**config.mk**
```make
export PLATFORM = sky130hd
export DESIGN_NAME = mem_ctrl_flat
export DESIGN_NICKNAME = d
export VERILOG_FILES = /design/src/rtl/mem_ctrl_pkg.sv /design/src/rtl/mem_ctrl_if.sv /design/src/rtl/mem_ctrl.sv /design/src/flat_wrapper.sv
export SDC_FILE = /design/constraint.sdc
export NUM_CORES = 1
export LEC_CHECK = 0
export ABC_AREA = 1
export BUFFER_PORTS_ARGS = -buffer_cell sky130_fd_sc_hd__buf_4
export CAP_MARGIN = 5
export CORE_AREA = 2 2 153 125
export CTS_CLUSTER_DIAMETER = 100
export CTS_CLUSTER_SIZE = 25
export DETAILED_ROUTE_END_ITERATION = 10
export DIE_AREA = 0 0 155 127
export GPL_TIMING_DRIVEN = 0
export PLACE_DENSITY = 0.85
export REMOVE_ABC_BUFFERS = 1
export SLEW_MARGIN = 20
export SYNTH_ARGS = -nofsm -noshare
export SYNTH_HDL_FRONTEND = slang
export SYNTH_SLANG_ARGS = --single-unit
```
**constraint.sdc**
```tcl
create_clock -name clk_in -period 2.32 [get_ports clk_in]
set_input_delay 0.696 -clock clk_in [delete_from_list [all_inputs] [get_ports clk_in]]
set_output_delay 0.696 -clock clk_in [all_outputs]
set_load 0.05 [all_outputs]
```
**src/rtl/mem_ctrl_pkg.sv**
```systemverilog
// Shared types and constants for the byte-serial memory controller.
package mem_ctrl_pkg;

    localparam int ADDR_W = 32;
    localparam int DATA_W = 32;
    localparam int BYTE_W = 8;

    typedef logic [ADDR_W-1:0] addr_t;
    typedef logic [DATA_W-1:0] data_t;
    typedef logic [BYTE_W-1:0] byte_t;

    localparam logic [2:0] LEN_B = 3'd1;
    localparam logic [2:0] LEN_H = 3'd2;
    localparam logic [2:0] LEN_W = 3'd4;

    typedef enum logic [1:0] {
        MC_IDLE  = 2'd0,
        MC_READ  = 2'd1,
        MC_WRITE = 2'd2,
        MC_DONE  = 2'd3
    } mc_state_t;

    // Any length other than byte or half is served as a full word.
    function automatic logic [2:0] norm_len(input logic [2:0] len);
        return (len == LEN_B || len == LEN_H) ? len : LEN_W;
    endfunction

endpackage

```
**src/rtl/mem_ctrl_if.sv**
```systemverilog
// Pipeline request ports and 8-bit RAM/IO bus of the memory controller.
interface mem_ctrl_if;
    import mem_ctrl_pkg::*;

    // Handshake: a requester raises req (level) with stable fields and holds it
    // until its done pulses for exactly one cycle; data is valid in that cycle.
    logic       if_req_in;
    addr_t      if_addr_in;
    logic       if_done_out;
    data_t      if_inst_out;

    logic       ls_req_in;
    logic       ls_we_in;
    logic [2:0] ls_len_in;
    addr_t      ls_addr_in;
    data_t      ls_wdata_in;
    logic       ls_done_out;
    data_t      ls_rdata_out;

    byte_t      ram_din_in;
    byte_t      ram_dout_out;
    addr_t      ram_a_out;
    logic       ram_wr_out;
    logic       busy_out;

    modport slave (
        input  if_req_in, if_addr_in, ls_req_in, ls_we_in, ls_len_in,
               ls_addr_in, ls_wdata_in, ram_din_in,
        output if_done_out, if_inst_out, ls_done_out, ls_rdata_out,
               ram_dout_out, ram_a_out, ram_wr_out, busy_out
    );

    modport master (
        output if_req_in, if_addr_in, ls_req_in, ls_we_in, ls_len_in,
               ls_addr_in, ls_wdata_in, ram_din_in,
        input  if_done_out, if_inst_out, ls_done_out, ls_rdata_out,
               ram_dout_out, ram_a_out, ram_wr_out, busy_out
    );

endinterface

```
**src/rtl/mem_ctrl.sv**
```systemverilog
// Byte-serial memory controller: arbitrates fetch and load/store requests
// onto the 8-bit RAM/IO bus, with a 2-cycle read turnaround.
module mem_ctrl
    import mem_ctrl_pkg::*;
(
    input  logic      clk_in,
    input  logic      rst_in,
    input  logic      rdy_in,
    mem_ctrl_if.slave bus,
    output mc_state_t dbg_state_out
);

    mc_state_t  state_q;
    logic       is_ls_q;
    logic [2:0] len_q;
    logic [2:0] cnt_q;
    data_t      asm_q;
    data_t      asm_d;
    addr_t      ram_a_q;
    byte_t      ram_dout_q;
    logic       ram_wr_q;
    logic       if_done_q;
    logic       ls_done_q;
    data_t      if_inst_q;
    data_t      ls_rdata_q;
    byte_t      hold_q;
    logic       frz_q;
    byte_t      cap_byte;
    logic [1:0] byte_idx;
    logic [2:0] ls_len_d;

    // The RAM keeps answering for the held address while frozen, so the byte
    // pending at the first frozen edge is parked in hold_q and used on resume.
    always_comb begin
        cap_byte = frz_q ? hold_q : bus.ram_din_in;
        byte_idx = 2'(cnt_q - 3'd1);
        asm_d    = asm_q;
        asm_d[{byte_idx, 3'b000} +: BYTE_W] = cap_byte;
        ls_len_d = norm_len(bus.ls_len_in);
    end

    always_ff @(posedge clk_in or negedge rst_in) begin
        if (!rst_in) begin
            state_q    <= MC_IDLE;
            is_ls_q    <= 1'b0;
            len_q      <= '0;
            cnt_q      <= '0;
            asm_q      <= '0;
            ram_a_q    <= '0;
            ram_dout_q <= '0;
            ram_wr_q   <= 1'b0;
            if_done_q  <= 1'b0;
            ls_done_q  <= 1'b0;
            if_inst_q  <= '0;
            ls_rdata_q <= '0;
            hold_q     <= '0;
            frz_q      <= 1'b0;
        end else begin
            frz_q <= ~rdy_in;
            if (!rdy_in && !frz_q) hold_q <= bus.ram_din_in;
            if (rdy_in) begin
                case (state_q)
                    MC_IDLE: begin
                        if (bus.ls_req_in) begin
                            is_ls_q <= 1'b1;
                            len_q   <= ls_len_d;
                            ram_a_q <= bus.ls_addr_in;
                            cnt_q   <= '0;
                            if (bus.ls_we_in) begin
                                asm_q      <= bus.ls_wdata_in;
                                ram_dout_q <= bus.ls_wdata_in[7:0];
                                ram_wr_q   <= 1'b1;
                                state_q    <= MC_WRITE;
                            end else begin
                                asm_q   <= '0;
                                state_q <= MC_READ;
                            end
                        end else if (bus.if_req_in) begin
                            is_ls_q <= 1'b0;
                            len_q   <= LEN_W;
                            ram_a_q <= bus.if_addr_in;
                            cnt_q   <= '0;
                            asm_q   <= '0;
                            state_q <= MC_READ;
                        end
                    end
                    // cnt_q is the cycle index i after acceptance: address i is
                    // issued while byte i-1 arrives; the last cycle only captures.
                    MC_READ: begin
                        if (cnt_q != 3'd0) asm_q <= asm_d;
                        if (cnt_q + 3'd1 < len_q) ram_a_q <= ram_a_q + addr_t'(1);
                        if (cnt_q == len_q) begin
                            state_q <= MC_DONE;
                            if (is_ls_q) begin
                                ls_done_q  <= 1'b1;
                                ls_rdata_q <= asm_d;
                            end else begin
                                if_done_q <= 1'b1;
                                if_inst_q <= asm_d;
                            end
                        end
                        cnt_q <= cnt_q + 3'd1;
                    end
                    MC_WRITE: begin
                        if (cnt_q + 3'd1 == len_q) begin
                            ram_wr_q  <= 1'b0;
                            ls_done_q <= 1'b1;
                            state_q   <= MC_DONE;
                        end else begin
                            ram_a_q    <= ram_a_q + addr_t'(1);
                            ram_dout_q <= asm_q[15:8];
                            asm_q      <= asm_q >> BYTE_W;
                            cnt_q      <= cnt_q + 3'd1;
                        end
                    end
                    MC_DONE: begin
                        if_done_q <= 1'b0;
                        ls_done_q <= 1'b0;
                        state_q   <= MC_IDLE;
                    end
                    default: state_q <= MC_IDLE;
                endcase
            end
        end
    end

    assign bus.ram_a_out    = ram_a_q;
    assign bus.ram_dout_out = ram_dout_q;
    assign bus.ram_wr_out   = ram_wr_q & rdy_in;
    assign bus.if_done_out  = if_done_q;
    assign bus.if_inst_out  = if_inst_q;
    assign bus.ls_done_out  = ls_done_q;
    assign bus.ls_rdata_out = ls_rdata_q;
    assign bus.busy_out     = (state_q != MC_IDLE);
    assign dbg_state_out    = state_q;

endmodule

```
**src/flat_wrapper.sv**
```systemverilog
// flat-port wrapper written by rule: the top's interface ports become plain ports
module mem_ctrl_flat import mem_ctrl_pkg::*;
  (clk_in, rst_in, rdy_in, dbg_state_out, bus_if_req_in, bus_if_addr_in, bus_ls_req_in, bus_ls_we_in, bus_ls_len_in, bus_ls_addr_in, bus_ls_wdata_in, bus_ram_din_in, bus_if_done_out, bus_if_inst_out, bus_ls_done_out, bus_ls_rdata_out, bus_ram_dout_out, bus_ram_a_out, bus_ram_wr_out, bus_busy_out);
  mem_ctrl_if bus_i ();
  input  logic clk_in;
  input  logic rst_in;
  input  logic rdy_in;
  output mc_state_t dbg_state_out;
  input wire logic [$bits(bus_i.if_req_in)-1:0] bus_if_req_in;
  input wire logic [$bits(bus_i.if_addr_in)-1:0] bus_if_addr_in;
  input wire logic [$bits(bus_i.ls_req_in)-1:0] bus_ls_req_in;
  input wire logic [$bits(bus_i.ls_we_in)-1:0] bus_ls_we_in;
  input wire logic [$bits(bus_i.ls_len_in)-1:0] bus_ls_len_in;
  input wire logic [$bits(bus_i.ls_addr_in)-1:0] bus_ls_addr_in;
  input wire logic [$bits(bus_i.ls_wdata_in)-1:0] bus_ls_wdata_in;
  input wire logic [$bits(bus_i.ram_din_in)-1:0] bus_ram_din_in;
  output wire logic [$bits(bus_i.if_done_out)-1:0] bus_if_done_out;
  output wire logic [$bits(bus_i.if_inst_out)-1:0] bus_if_inst_out;
  output wire logic [$bits(bus_i.ls_done_out)-1:0] bus_ls_done_out;
  output wire logic [$bits(bus_i.ls_rdata_out)-1:0] bus_ls_rdata_out;
  output wire logic [$bits(bus_i.ram_dout_out)-1:0] bus_ram_dout_out;
  output wire logic [$bits(bus_i.ram_a_out)-1:0] bus_ram_a_out;
  output wire logic [$bits(bus_i.ram_wr_out)-1:0] bus_ram_wr_out;
  output wire logic [$bits(bus_i.busy_out)-1:0] bus_busy_out;
  assign bus_i.if_req_in = bus_if_req_in;
  assign bus_i.if_addr_in = bus_if_addr_in;
  assign bus_i.ls_req_in = bus_ls_req_in;
  assign bus_i.ls_we_in = bus_ls_we_in;
  assign bus_i.ls_len_in = bus_ls_len_in;
  assign bus_i.ls_addr_in = bus_ls_addr_in;
  assign bus_i.ls_wdata_in = bus_ls_wdata_in;
  assign bus_i.ram_din_in = bus_ram_din_in;
  assign bus_if_done_out = bus_i.if_done_out;
  assign bus_if_inst_out = bus_i.if_inst_out;
  assign bus_ls_done_out = bus_i.ls_done_out;
  assign bus_ls_rdata_out = bus_i.ls_rdata_out;
  assign bus_ram_dout_out = bus_i.ram_dout_out;
  assign bus_ram_a_out = bus_i.ram_a_out;
  assign bus_ram_wr_out = bus_i.ram_wr_out;
  assign bus_busy_out = bus_i.busy_out;
  mem_ctrl u_core (.clk_in(clk_in), .rst_in(rst_in), .rdy_in(rdy_in), .bus(bus_i), .dbg_state_out(dbg_state_out));
endmodule
```
Word-level counts from Yosys, hierarchy flattened
Cells that the tools add are included.
- $add $sub $neg: 4
- $lt $le $gt $ge: 1
- equality and inequality tests: 17
- shift-type cells: 2
- mux-type cells: 43
- bitwise operators: 3
- reduce and logical (&&, ||, !) cells: 23
- operators with widths (operator ; count):
    2-to-1 mux 32 bit ; 9
    one-hot mux 32 bit (3 select lines) ; 2
    adder 32 x 1 -> 32 bit, second input constant ; 1
    bitwise mux 32 bit ; 1
    2-to-1 mux 8 bit ; 4
    variable shift 8 x 7 -> 32 bit, first input constant ; 1
    indexed part select 8 x 7 -> 32 bit ; 1
    AND reduction 5 bit ; 5
    AND reduction 4 bit ; 5
    2-to-1 mux 3 bit ; 6
    one-hot mux 8 bit (2 select lines) ; 1
    2-to-1 mux 1 bit ; 10
    2-to-1 mux 2 bit ; 5
    inequality test 2 x 1 -> 1 bit, second input constant ; 5
    one-hot mux 3 bit (3 select lines) ; 1
    nonzero test 3 bit ; 3
    inequality test 2 bit, second input constant ; 4
    one-hot mux 2 bit (4 select lines) ; 1
    nonzero test 2 bit ; 4
    negation 5 -> 7 bit ; 1
    equality test 3 bit ; 2
    equality test 2 bit, second input constant ; 2
    one-hot mux 1 bit (2 select lines) ; 2
    adder 3 x 1 -> 3 bit, second input constant ; 1
    other kinds (14) ; 16
- register bits: 157
- input port bits: 113
- output and inout bits: 110
- logic and storage cells: 107

Logic depth before layout (Yosys ltp)
Gate-level depths: netlist (run 1).
- depth in word-level cells: 6
- depth in mapped cells: 13
- depth with buffers taken out: 11

Worst setup path after synthesis (run 1)
No wires, ideal clock.
- path type: flip-flop to flip-flop
- start point: register u_core.state_q[0] (netlist: u_core.dbg_state_out[0])
- end point: register u_core.ram_a_q[8] (netlist: u_core.bus.ram_a_out[8])
- setup time: 123 ps
- arrival: 2429 ps
- required time: 2197 ps
- setup slack: -232 ps
- stages on the path, launching flop included: 13
- path buffers: 2
- period minus slack after synthesis: 2552 ps
- cell sequence: dfrtp_1 > inv_1 > ha_1 > inv_1 > nand2_1 > o21ai_2 > nand2_2 > nor2_8 > nand2_2 > buf_4 > buf_6 > o21ai_1 > nand2_1
- longest elaborated chain between the ends: 3
- elaborated cells on any way between the ends: 9
- classes of those cells: eq/ne: 5; mux: 1; reduce/logical: 3
- ends and longest elaborated chain (item ; RTL line ; source):
    start: declaration ; mem_ctrl.sv:13 ; mc_state_t state_q;
    start signal: assignment ; mem_ctrl.sv:44 ; state_q <= MC_IDLE;
    start signal: assignment ; mem_ctrl.sv:73 ; state_q <= MC_WRITE;
    start signal: assignment ; mem_ctrl.sv:76 ; state_q <= MC_READ;
    equality test 2 x 1 -> 1 bit, or another cell as far along ; mem_ctrl.sv:62 ; case (state_q)
    inequality test 2 x 1 -> 1 bit (no source line), or another cell as far along ; n/a ;
    AND reduction 5 bit (no source line) ; n/a ;
    end signal: assignment ; mem_ctrl.sv:67 ; ram_a_q <= bus.ls_addr_in;
    end signal: assignment ; mem_ctrl.sv:81 ; ram_a_q <= bus.if_addr_in;
    end signal: assignment ; mem_ctrl.sv:91 ; if (cnt_q + 3'd1 < len_q) ram_a_q <= ram_a_q + addr_t'(1);
    end: declaration ; mem_ctrl.sv:19 ; addr_t ram_a_q;
Parallel ways exist; a longest one is shown, timed or not.
A chain may end at the register's enable or synchronous reset.

Worst setup path in the final report (run 1)
- start point: register u_core.state_q[1] (netlist: u_core.dbg_state_out[1])
- end point: output bus_busy_out
- longest elaborated chain between the ends: 1
- ends and longest elaborated chain (item ; RTL line ; source):
    nonzero test 2 bit ; mem_ctrl.sv:134 ; assign bus.busy_out = (state_q != MC_IDLE);
    end: declaration ; flat_wrapper.sv:24 ; output wire logic [$bits(bus_i.busy_out)-1:0] bus_busy_out;
No other way between the ends.

==> results of run 1 <==
[synth_stat cells, types with 3 or more instances]
library cell | instances | area, um2
sky130_fd_sc_hd__nand2_1 | 364 | 1370
sky130_fd_sc_hd__nor2_1 | 182 | 683
sky130_fd_sc_hd__dfrtp_1 | 157 | 3930
sky130_fd_sc_hd__o21ai_0 | 153 | 766
sky130_fd_sc_hd__inv_1 | 116 | 435
sky130_fd_sc_hd__a21oi_1 | 42 | 210
sky130_fd_sc_hd__nand3_1 | 39 | 195
sky130_fd_sc_hd__clkbuf_1 | 31 | 116
sky130_fd_sc_hd__o22ai_1 | 28 | 175
sky130_fd_sc_hd__ha_1 | 15 | 188
sky130_fd_sc_hd__a22oi_1 | 13 | 97.6
sky130_fd_sc_hd__buf_2 | 12 | 60.1
sky130_fd_sc_hd__mux2_2 | 8 | 90.1
sky130_fd_sc_hd__o21ai_1 | 6 | 30.0
sky130_fd_sc_hd__xor2_1 | 6 | 52.6
sky130_fd_sc_hd__buf_4 | 5 | 37.5
sky130_fd_sc_hd__o21a_1 | 5 | 37.5
sky130_fd_sc_hd__inv_2 | 4 | 15.0
sky130_fd_sc_hd__nand4_1 | 4 | 25.0
sky130_fd_sc_hd__buf_6 | 3 | 33.8
sky130_fd_sc_hd__mux2i_1 | 3 | 30.0
sky130_fd_sc_hd__nand2_2 | 3 | 18.8
sky130_fd_sc_hd__nor2_2 | 3 | 18.8
sky130_fd_sc_hd__xnor2_1 | 3 | 26.3
[final timing paths]
kind | to | slack [ns] | depth (start not counted)
max reg2reg | u_core.bus.ram_a_out[21]$_DFFE_PN0P_ | 0.06 | 10
min reg2reg | u_core.asm_q[1]$_DFFE_PN0P_ | 0.49 | 2
min | u_core.bus.if_inst_out[18]$_DFFE_PN0P_ | 0.22 | 1
max | bus_busy_out | 0.05 | 4
max in group asynchronous | u_core.cnt_q[1]$_DFFE_PN0P_ | 1.26 | 2
min in group clk_in | u_core.asm_q[1]$_DFFE_PN0P_ | 0.49 | 2
[final cells by class]
type	count	area, um2
Inverter	120	510
Clock buffer	18	429
Timing Repair Buffer	247	2040
Clock inverter	14	171
Multi-Input combinational cell	895	4340
Timing Repair inverter	1	7.51
Sequential cell	157	3930
Tap cell	230	288
Fill cell	1490	6290
[worst register-to-register path, stage by stage, from the launching register on]
cell	delay, ns
sky130_fd_sc_hd__dfrtp_2	0.47
sky130_fd_sc_hd__ha_2	0.22
sky130_fd_sc_hd__xnor2_2	0.16
sky130_fd_sc_hd__inv_2	0.07
sky130_fd_sc_hd__ha_4	0.23
sky130_fd_sc_hd__a21o_1	0.21
sky130_fd_sc_hd__o21ai_4	0.25
sky130_fd_sc_hd__nand2_8	0.12
sky130_fd_sc_hd__buf_12	0.17
sky130_fd_sc_hd__nor2_1	0.15
sky130_fd_sc_hd__a21oi_1	0.08
[cells by family after synthesis]
kind of cell,after synthesis,share of synthesized area
xor gates and xnor gates,9,0.00898
DFF,157,0.447
AOI/OAI and AO/OA,258,0.160
muxes,11,0.0137
buffers and inverters,172,0.0799
adders and majority gates,15,0.0214
and+or+nand+nor,599,0.269
[per-stage QoR]
step                utilization  TNS (ns)  std cells  worst slack, ns
CTS                       0.638         0       1670          0.00249
floorplan                     -    -30.45       1169           -0.489
finish                    0.651         0       1682           0.0466
global route              0.651   -0.0478       1682          -0.0247
global placement          0.582   -150.18       1621            -1.33
detailed placement        0.588    -57.71       1624            -1.00
[power groups by stage]
stage	clock network (mW)	logic [mW]	registers, mW
finish	2.91	10.5	4.76
global route	3.06	11.4	4.87
CTS	2.93	9.98	4.72
detailed placement	0	9.26	4.74
global placement	0	9.03	4.71
floorplan	0	3.94	7.02
[repair_timing]
action	CTS	global route
pin swaps	6	6
gates cloned	4	1
setup buffers	10	11
setup endpoints to repair	73	126
resized for setup	31	18
hold buffers	0	0
[flip-flops by register name, indices dropped and copies added (netlist names)]
register / count
u_core.asm_q: 32
u_core.bus.if_inst_out: 32
u_core.bus.ls_done_out: 1
u_core.ram_wr_q: 1
u_core.bus.ram_a_out: 32
u_core.cnt_q: 3
u_core.bus.ls_rdata_out: 32
u_core.bus.if_done_out: 1
u_core.len_q: 3
u_core.is_ls_q: 1
u_core.frz_q: 1
u_core.hold_q: 8
u_core.dbg_state_out: 2
u_core.bus.ram_dout_out: 8
[layer usage]
layer | share of wire | vias up | track usage
li1 | - | 4354 | -
met1 | 0.44 | 4336 | 0.416
met2 | 0.46 | 486 | 0.441
met3 | 0.085 | 54 | 0.0509
met4 | 0.021 | 0 | 0.0920
met5 | 0 | - | 0
==> metrics, run 1 <==
outcome=complete, no violations; startpoint of the most critical setup path=u_core.dbg_state_out[1]$_DFFE_PN0P_; Post-DP HPWL=18900 um; transition at the pin with the smallest max-transition slack=0.760 ns; number of vias in the routed layout=9230; pin count of the biggest net entering global routing=83; endpoint type of the worst setup path=output port; layout cells sized above 1=0.227; async set or reset register ratio after synthesis=1.00; cell area after synthesis=0.00878 mm2; layout net count=1567; maximum root-to-sink buffer count=2; first-iteration detailed-routing DRC count=1044; proportion of synthesized chip area in sequential cells=0.447; final-layout worst hold slack=0.216 ns; Overall Global Routing Usage=0.287; switching power as a share of total power=0.521; most common cell type on the critical path=sky130_fd_sc_hd__inv_1; Gate Count Post-Synth=1221; total CTS buffers=17; CTS Sinks=157; diode insertion count for antenna repair=0; internal power component=8.73 mW; buffer and inverter count on the worst path=3; post-layout min period=2.27 ns; primary flip-flop cell chosen by synthesis mapping=sky130_fd_sc_hd__dfrtp_1; number of iterations in the first detailed-routing pass=6; CTS tree=done; number of hold violations in the final report=0; Mean Syn Cell Area=7.19 um2; wire length of the first global-routing pass=44700 um; highest-count cells in the layout ignoring fill and taps=361 x sky130_fd_sc_hd__nand2_1, 233 x sky130_fd_sc_hd__buf_4, 180 x sky130_fd_sc_hd__nor2_1; timing-limited maximum frequency=440 MHz; Clk pwr share=0.160; horizontal die dimension=155 um; family with the most delay on the worst path=buffers and inverters; maximum level of the CTS H-tree=4; crit-path max cell delay=0.40 ns; yosys warns=0; area post-placement=0.0106 mm2; number of antenna violations at the first check in global routing=0; Final GP Congestion=0.935; kind of launch point of the worst setup path=flop; net load switching power=9.48 mW; vias in the first global route=8669; number of pins exceeding their max-slew limit in the final report=0; DIE AREA=0.0197 mm2; largest fanout on the critical path=4; detailed-route wire length=28500 um; Initial Utilization=0.488; crit path cell chain=inv_1 > ha_1 > inv_1 > buf_4; Post-synth EDFFs=0; share of total power in combinational logic=0.579; power consumption=18.2 mW; CP max stage cell=sky130_fd_sc_hd__dfrtp_1; source-to-sink clock delay at the later pin of the worst-skew pair=0.43 ns; Layout Area Growth over Synthesis=33.4%; most frequent standard cell in the layout excluding fill and tap cells=sky130_fd_sc_hd__nand2_1; Finished Cell Area=0.0117 mm2; Pleak=5.79 nW; Max IR drop VDD=0.00121 V; path type of the worst min-delay path=input pin to asynchronous set/reset pin; antenna-violating nets left=0; Distinct cells, synth=38; master cell of the clock root buffer=sky130_fd_sc_hd__clkbuf_16; clock slew seen by the registers of the worst setup and hold paths=0.07 ns; count of standard-cell rows=44; Chip Height=127 um; total overflow reported by the global router=0; number of storage elements in the synthesis netlist=157; CP Class=flop to output port; top-level I/O count=223; largest clock skew in the final design=0.0140 ns; Setup-failing EPs final=0; data arrival time of the critical path=1.58 ns; Sequential Power Share=0.261; Worst Path Required=1.62 ns; worst flop-to-flop path startpoint=u_core.cnt_q[0]$_DFFE_PN0P_; Max transition margin=0.493; number of I/O port buffers=222; post-route fraction of the period consumed by the critical path=0.980; Max-cap violations=0; drc violations=0; via-per-instance ratio=5.49; routed length per instance=16.9 um; power density over the cells=1550 mW/mm2; core area=0.0180 mm2
Power figures use the tool's default switching activity.
==> inputs of run 2 (changes only) <==
Settings changed: ABC_AREA 1 to unset, CORE_AREA 2 2 153 125 to 2 2 152 125, DIE_AREA 0 0 155 127 to 0 0 154 127, PLACE_DENSITY 0.85 to 0.84.
==> metrics, run 2 <==
outcome=finished, violations left; failing checks=setup timing; share of total power in combinational logic=0.587 (+0.008); largest clock skew in the final design=0.0112 ns (-0.00286 ns); path type of the worst min-delay path=input pin to asynchronous set/reset pin; internal power component=9.31 mW (+6.6%); Hold Buf Count CTS=0 (unchanged); Layout Area Growth over Synthesis=37.8%; top-level I/O count=223 (unchanged); layout net count=1252 (-20%); core area=0.0179 mm2 (-0.61%); timing-limited maximum frequency=396 MHz (-10%); highest-count cells in the layout ignoring fill and taps=250 x sky130_fd_sc_hd__buf_4, 155 x sky130_fd_sc_hd__dfrtp_1, 94 x sky130_fd_sc_hd__nand2_1; switching power as a share of total power=0.502 (-0.0184); Overall Global Routing Usage=0.275 (-0.0127); number of hold violations in the final report=0 (unchanged); Finished Cell Area=0.0117 mm2 (about the same); dominant cells by area after synthesis=sky130_fd_sc_hd__dfrtp_1 46%, sky130_fd_sc_hd__o21ai_0 4.5%, sky130_fd_sc_hd__mux2i_1 4.5%, sky130_fd_sc_hd__a21oi_1 4.4%, sky130_fd_sc_hd__nand2_1 4.3%; number of I/O port buffers=222 (unchanged); CTS Sinks=157 (unchanged); Clk pwr share=0.146 (-0.014); horizontal die dimension=154 um (-0.65%); Worst Path Required=2.62 ns (+1.00 ns); total CTS buffers=17 (unchanged); Mean Syn Cell Area=9.49 um2 (+32%); drc violations=0 (unchanged); R2R depth=12 (+2); proportion of synthesized chip area in sequential cells=0.462 (+0.0145); DIE AREA=0.0196 mm2 (-0.65%); Post-Synth Simple-Gate Area=0.159 (-0.109); via-per-instance ratio=6.20 (+13%); Synth Area in XOR/XNOR=0.00309 (-0.00589); kind of launch point of the worst setup path=flop; detailed-route wire length=28500 um (+0.14%); synthesized-area fraction occupied by adder cells=0.0221 (+0.000692); Post-synth top cells=157 x sky130_fd_sc_hd__dfrtp_1, 98 x sky130_fd_sc_hd__nand2_1, 77 x sky130_fd_sc_hd__o21ai_0; Sequential Power Share=0.266 (+0.005); most frequent standard cell in the layout excluding fill and tap cells=sky130_fd_sc_hd__buf_4; crit path cell chain=ha_4 > nand2b_4 > nand2_4 > ha_4 > nand4_1 > nand4b_4 > buf_6 > nor2_4 > buf_12 > buf_12 > mux2i_1 > o311ai_2; maximum root-to-sink buffer count=2 (unchanged); post-layout min period=2.53 ns (+0.253 ns); async set or reset register ratio after synthesis=1.00 (unchanged); endpoint type of the worst setup path=flop; yosys warns=0 (unchanged); number of vias in the routed layout=8472 (-8.2%); cell area after synthesis=0.00850 mm2 (-3.1%); Initial Utilization=0.475 (-0.0124); count of standard-cell rows=44 (unchanged); number of cells in the design after placement=1288 (-21%); Post-DP HPWL=17700 um (-6.7%); CP Class=flop to flop; number of non-filler instances in the completed layout=1367 (-19%); number of storage elements in the synthesis netlist=157 (unchanged); area post-placement=0.0103 mm2 (-2.6%); primary flip-flop cell chosen by synthesis mapping=sky130_fd_sc_hd__dfrtp_1; fillcell total=1323 (-11%); Yosys top cell area share=0.462 (+0.0145); portion of netlist area occupied by mux cells=0.0844 (+0.0708); layout cells sized above 1=0.366 (+0.140); Max transition margin=0.450 (-0.0425); wire length of the first global-routing pass=42400 um (-5.0%); placement-stage worst setup slack=-1.18 ns (-0.183 ns); number of pins exceeding their max-slew limit in the final report=0 (unchanged); Final GP Congestion=0.861 (-7.9%); Max IR drop VDD=0.000723 V (-40%); clock slew seen by the registers of the worst setup and hold paths=0.07 ns (about the same); RSZ-0062 raised after global routing=true; leading cell type by number of instances after synthesis=sky130_fd_sc_hd__dfrtp_1; crit-path max cell delay=0.46 ns (+0.06 ns); post-route fraction of the period consumed by the critical path=1.09 (+0.109); transition at the pin with the smallest max-transition slack=0.822 ns (+0.0626 ns); net load switching power=9.39 mW (-0.96%); total overflow reported by the global router=0 (unchanged); Gate Count Post-Synth=896 (-27%); CP max stage cell=sky130_fd_sc_hd__dfrtp_2; largest family of logic cells by synthesized area=compound AO/OA/AOI/OAI gates; summed negative setup slack over all endpoints=-6.27 ns (-6.27 ns); number of antenna violations at the first check in global routing=1 (+1); power density over the cells=1600 mW/mm2 (+2.6%); first-iteration detailed-routing DRC count=1178 (+13%); routed length per instance=20.9 um (+23%); data arrival time of the critical path=2.83 ns (+1.25 ns); final worst-path setup slack=-0.206 ns (-0.253 ns); Distinct cells, synth=64 (+68%); final-layout worst hold slack=0.233 ns (+0.0176 ns); source-to-sink clock delay at the later pin of the worst-skew pair=0.44 ns (about the same); pin count of the biggest net entering global routing=84 (+1.2%); maximum level of the CTS H-tree=4 (unchanged); Chip Height=127 um (unchanged); library cell occupying the most area in the post-synthesis netlist=sky130_fd_sc_hd__dfrtp_1; number of iterations in the first detailed-routing pass=7 (+1); antenna-violating nets left=0 (unchanged); Pleak=5.36 nW (-7.5%); CTS tree=done; master cell of the clock root buffer=sky130_fd_sc_hd__clkbuf_16; largest fanout on the critical path=8 (+4); Post-synth EDFFs=0 (unchanged); Max-cap violations=0 (unchanged); area fraction in compound gates after synthesis=0.217 (+0.0570); Setup-failing EPs final=63 (+63); vias in the first global route=7876 (-9.1%)
-- run 2: changes by cell type after synthesis, sizes merged, moves of 16 or more --
cell | previous run | this run
nand2 | 367 | 98
nor2 | 186 | 47
inv | 120 | 32
o21ai | 160 | 77
nor3 | 1 | 41
mux2i | 3 | 38
a21oi | 42 | 74
a222oi | 0 | 24
mux2 | 8 | 30
nand3 | 39 | 17
o22ai | 28 | 10
a21o | 1 | 17
-- run 2: layer usage --
metal	vias to the layer above	wire length [um]	global-route usage
li1	3811	-	-
met1	4097	12000	0.377
met2	480	13000	0.419
met3	84	2640	0.0736
met4	0	905	0.104
met5	-	0	0
-- run 2: path summary, 6_finish.rpt --
path | startpoint | slack, ns | endpoint
setup / recovery | u_core.cnt_q[1]$_DFFE_PN0P_ | -0.21 | u_core.bus.ram_a_out[31]$_DFFE_PN0P_
hold / removal | rst_in | 0.23 | u_core.bus.ram_a_out[19]$_DFFE_PN0P_
setup reg to reg | u_core.cnt_q[1]$_DFFE_PN0P_ | -0.21 | u_core.bus.ram_a_out[31]$_DFFE_PN0P_
hold reg to reg | u_core.bus.ls_rdata_out[15]$_DFFE_PN0P_ | 0.48 | u_core.bus.ls_rdata_out[15]$_DFFE_PN0P_
max in group asynchronous | rst_in | 1.25 | u_core.bus.ls_rdata_out[14]$_DFFE_PN0P_
min in group clk_in | u_core.bus.ls_rdata_out[15]$_DFFE_PN0P_ | 0.48 | u_core.bus.ls_rdata_out[15]$_DFFE_PN0P_
-- run 2: cells by family after synthesis --
group | Yosys count
AO/OA/AOI/OAI | 277
buffers and inverters | 102
XOR/XNOR | 3
adder cells (fa/ha/maj) | 15
multiplexers | 68
AND/OR/NAND/NOR | 274
flip-flops | 157
-- run 2: cell type report --
class,count,area (um2),share of cell area
repair buffers,274,2260,0.193
diodes,1,2.50,0.000214
repair inverters,1,7.51,0.000641
well taps,230,288,0.0246
clock buffers,17,425,0.0363
multi-input cells,640,4530,0.387
flip-flops and latches,157,3930,0.336
clock inverters,14,136,0.0116
inverters,33,128,0.0109
-- run 2: power groups by stage --
| stage | sequential, mW | clock (mW) | combinational, mW |
|---|---|---|---|
| floorplan | 7.30 | 0 | 3.70 |
| global placement | 4.85 | 0 | 8.77 |
| detailed placement | 4.91 | 0 | 9.10 |
| CTS | 4.88 | 2.74 | 10.2 |
| global route | 5.11 | 2.87 | 11.5 |
| finish | 4.98 | 2.74 | 11.0 |
-- run 2: worst max-delay path, delay by kind of cell (launching register included) --
family	cells	cell delay (ns)
flops	1	0.46
fa+ha+maj	2	0.39
compound gates	1	0.12
mux	1	0.21
buf+inv	3	0.45
simple gates	5	0.77
-- run 2: repair_timing --
action,CTS,global route
pin swaps,19,17
setup buffers,32,11
gates cloned,5,0
setup endpoints to repair,99,70
resized for setup,50,57
-- run 2: metrics by stage --
stage / total power, mW / utilization
floorplan: 11.0 / -
global placement: 13.6 / 0.567
detailed placement: 14.0 / 0.576
CTS: 17.9 / 0.639
global route: 19.5 / 0.655
finish: 18.7 / 0.655
==> inputs of run 3 (changes only) <==
Settings changed: CORE_AREA 2 2 152 125 to 2 2 149 122, CTS_BUF_LIST set to sky130_fd_sc_hd__clkbuf_8, DIE_AREA 0 0 154 127 to 0 0 151 124, PLACE_DENSITY 0.84 to 0.86.
==> metrics, run 3 (synthesis results as in run 2) <==
internal power component=8.98 mW (-3.6%); maximum root-to-sink buffer count=2 (unchanged); worst flop-to-flop path startpoint=u_core.cnt_q[1]$_DFFE_PN0P_; pin count of the biggest net entering global routing=85 (+1.2%); largest fanout on the critical path=5 (-3); data arrival time of the critical path=2.97 ns (+0.14 ns); drc violations=0 (unchanged); CP Class=flop to flop; RSZ-0062 raised after global routing=true; via-per-instance ratio=6.39 (+3.1%); number of iterations in the first detailed-routing pass=6 (-1); number of vias in the routed layout=8783 (+3.7%); Chip Height=124 um (-2.4%); diode insertion count for antenna repair=0 (-1); wire length of the first global-routing pass=43700 um (+2.9%); number of I/O port buffers=222 (unchanged); total CTS buffers=17 (unchanged); total overflow reported by the global router=0 (unchanged); Max IR drop VDD=0.000818 V (+13%); failing checks=setup timing; Pleak=5.38 nW (+0.46%); Worst Path Required=2.69 ns (+0.07 ns); net load switching power=9.67 mW (+3.0%); number of antenna violations at the first check in global routing=0 (-1); power consumption=18.6 mW (-0.26%); transition at the pin with the smallest max-transition slack=0.964 ns (+0.142 ns); maximum level of the CTS H-tree=4 (unchanged); number of pins exceeding their max-slew limit in the final report=0 (unchanged); outcome=finished, violations left; Initial Utilization=0.497 (+0.0218); R2R depth=12 (unchanged); power density over the cells=1580 mW/mm2 (-1.1%); Max-cap violations=0 (unchanged); Overall Global Routing Usage=0.305 (+0.0300); Clk pwr share=0.111 (-0.035); detailed-route wire length=29800 um (+4.4%); core area=0.0171 mm2 (-4.4%); summed negative setup slack over all endpoints=-13.57 ns (-7.30 ns); most frequent standard cell in the layout excluding fill and tap cells=sky130_fd_sc_hd__buf_4; Final GP Congestion=0.883 (+2.5%); timing-limited maximum frequency=385 MHz (-2.8%); vias in the first global route=8147 (+3.4%); layout net count=1264 (+0.96%); number of hold violations in the final report=0 (unchanged); largest clock skew in the final design=0.0128 ns (+0.00160 ns); clock slew seen by the registers of the worst setup and hold paths=0.09 ns (+0.02 ns); horizontal die dimension=151 um (-1.9%); Max transition margin=0.356 (-0.0946); source-to-sink clock delay at the later pin of the worst-skew pair=0.48 ns (+0.04 ns); Sequential Power Share=0.268 (+0.002); post-layout min period=2.60 ns (+0.0726 ns); CTS tree=done; fillcell total=1197 (-9.5%); Setup-failing EPs final=67 (+6.3%); switching power as a share of total power=0.519 (+0.0165); top-level I/O count=223 (unchanged); highest-count cells in the layout ignoring fill and taps=249 x sky130_fd_sc_hd__buf_4, 154 x sky130_fd_sc_hd__dfrtp_1, 93 x sky130_fd_sc_hd__nand2_1; final worst-path setup slack=-0.279 ns (-0.0726 ns); routed length per instance=21.7 um (+3.9%); share of total power in combinational logic=0.622 (+0.035); CTS Sinks=157 (unchanged); antenna-violating nets left=0 (unchanged); path type of the worst min-delay path=input pin to asynchronous set/reset pin; count of standard-cell rows=43 (-2.3%); placement-stage worst setup slack=-1.25 ns (-0.0646 ns); first-iteration detailed-routing DRC count=1216 (+3.2%); Layout Area Growth over Synthesis=38.9%; Layout Utilization=0.690 (+0.0355); final-layout worst hold slack=0.179 ns (-0.0547 ns); startpoint of the most critical setup path=u_core.cnt_q[1]$_DFFE_PN0P_; endpoint type of the worst setup path=flop; post-route fraction of the period consumed by the critical path=1.12 (+0.0313); master cell of the clock root buffer=sky130_fd_sc_hd__clkbuf_8; DIE AREA=0.0187 mm2 (-4.3%); kind of launch point of the worst setup path=flop; Post-DP HPWL=17500 um (-0.67%); layout cells sized above 1=0.384 (+0.0176)
run 3: cell types whose count changed in the layout (fill, tap and decap cells not counted), sizes merged:
cell      before  now
clkbuf        17   19
a31o           3    8
diode          1    0
clkinvlp       4    7
inv           35   37
clkinv         8    3
buf          274  279
o2111ai        1    2
run 3: through the flow:
stage | cells | cell area (um2)
CTS | 1367 | 11500
finish | 1374 | 11800
detailed placement | 1283 | 10300
floorplan | 827 | 8180
global route | 1374 | 11800
global placement | 1274 | 10100
run 3: worst paths after layout:
path / to / slack [ns]
max: u_core.bus.ram_a_out[21]$_DFFE_PN0P_ / -0.28
min: u_core.bus.ram_a_out[19]$_DFFE_PN0P_ / 0.18
max reg2reg: u_core.bus.ram_a_out[21]$_DFFE_PN0P_ / -0.28
min reg2reg: u_core.bus.ls_rdata_out[8]$_DFFE_PN0P_ / 0.49
max in group asynchronous: u_core.bus.if_inst_out[9]$_DFFE_PN0P_ / 1.29
min in group clk_in: u_core.len_q[1]$_DFFE_PN0P_ / 0.44
run 3: worst max-delay path, cell delays in order, from the launching register on:
cell,delay (ns)
sky130_fd_sc_hd__dfrtp_2,0.46
sky130_fd_sc_hd__ha_4,0.17
sky130_fd_sc_hd__nand2b_4,0.13
sky130_fd_sc_hd__nand2_4,0.06
sky130_fd_sc_hd__ha_4,0.30
sky130_fd_sc_hd__nand4_1,0.22
sky130_fd_sc_hd__nand4b_4,0.22
sky130_fd_sc_hd__buf_4,0.15
sky130_fd_sc_hd__buf_6,0.10
sky130_fd_sc_hd__nor3_4,0.04
sky130_fd_sc_hd__buf_6,0.15
sky130_fd_sc_hd__a32o_1,0.22
sky130_fd_sc_hd__a211o_1,0.26
run 3: cell type report:
| cell class | count | area [um2] | area share |
|---|---|---|---|
| inverter | 33 | 134 | 0.0113 |
| multi-input combinational | 646 | 4730 | 0.401 |
| tap | 225 | 282 | 0.0238 |
| timing repair buffer | 280 | 2340 | 0.198 |
| sequential | 157 | 3930 | 0.333 |
| clock buffer | 18 | 248 | 0.0210 |
| timing repair inverter | 1 | 7.51 | 0.000636 |
| clock inverter | 14 | 135 | 0.0114 |
run 3: what timing repair did:
action                                 CTS  global route
setup buffers                           42             8
cloned                                  10             3
pin swaps                               22            18
endpoints found under the hold margin    0             0
hold buffers                             0             0
setup endpoints to repair              116            97
resized for setup                       68            59
run 3: power groups by stage:
stage | logic, mW | registers, mW | clock network [mW]
final | 11.6 | 4.99 | 2.06
after global routing | 12.2 | 5.11 | 2.17
after floorplan | 3.70 | 7.30 | 0
after global placement | 8.76 | 4.85 | 0
after CTS | 10.6 | 4.88 | 2.07
after detailed placement | 9.09 | 4.91 | 0
run 3: metal layers:
metal	global-route usage	wire length, um
met5	0	0
met4	0.137	1190
met3	0.0747	3380
met2	0.461	13600
met1	0.417	11600
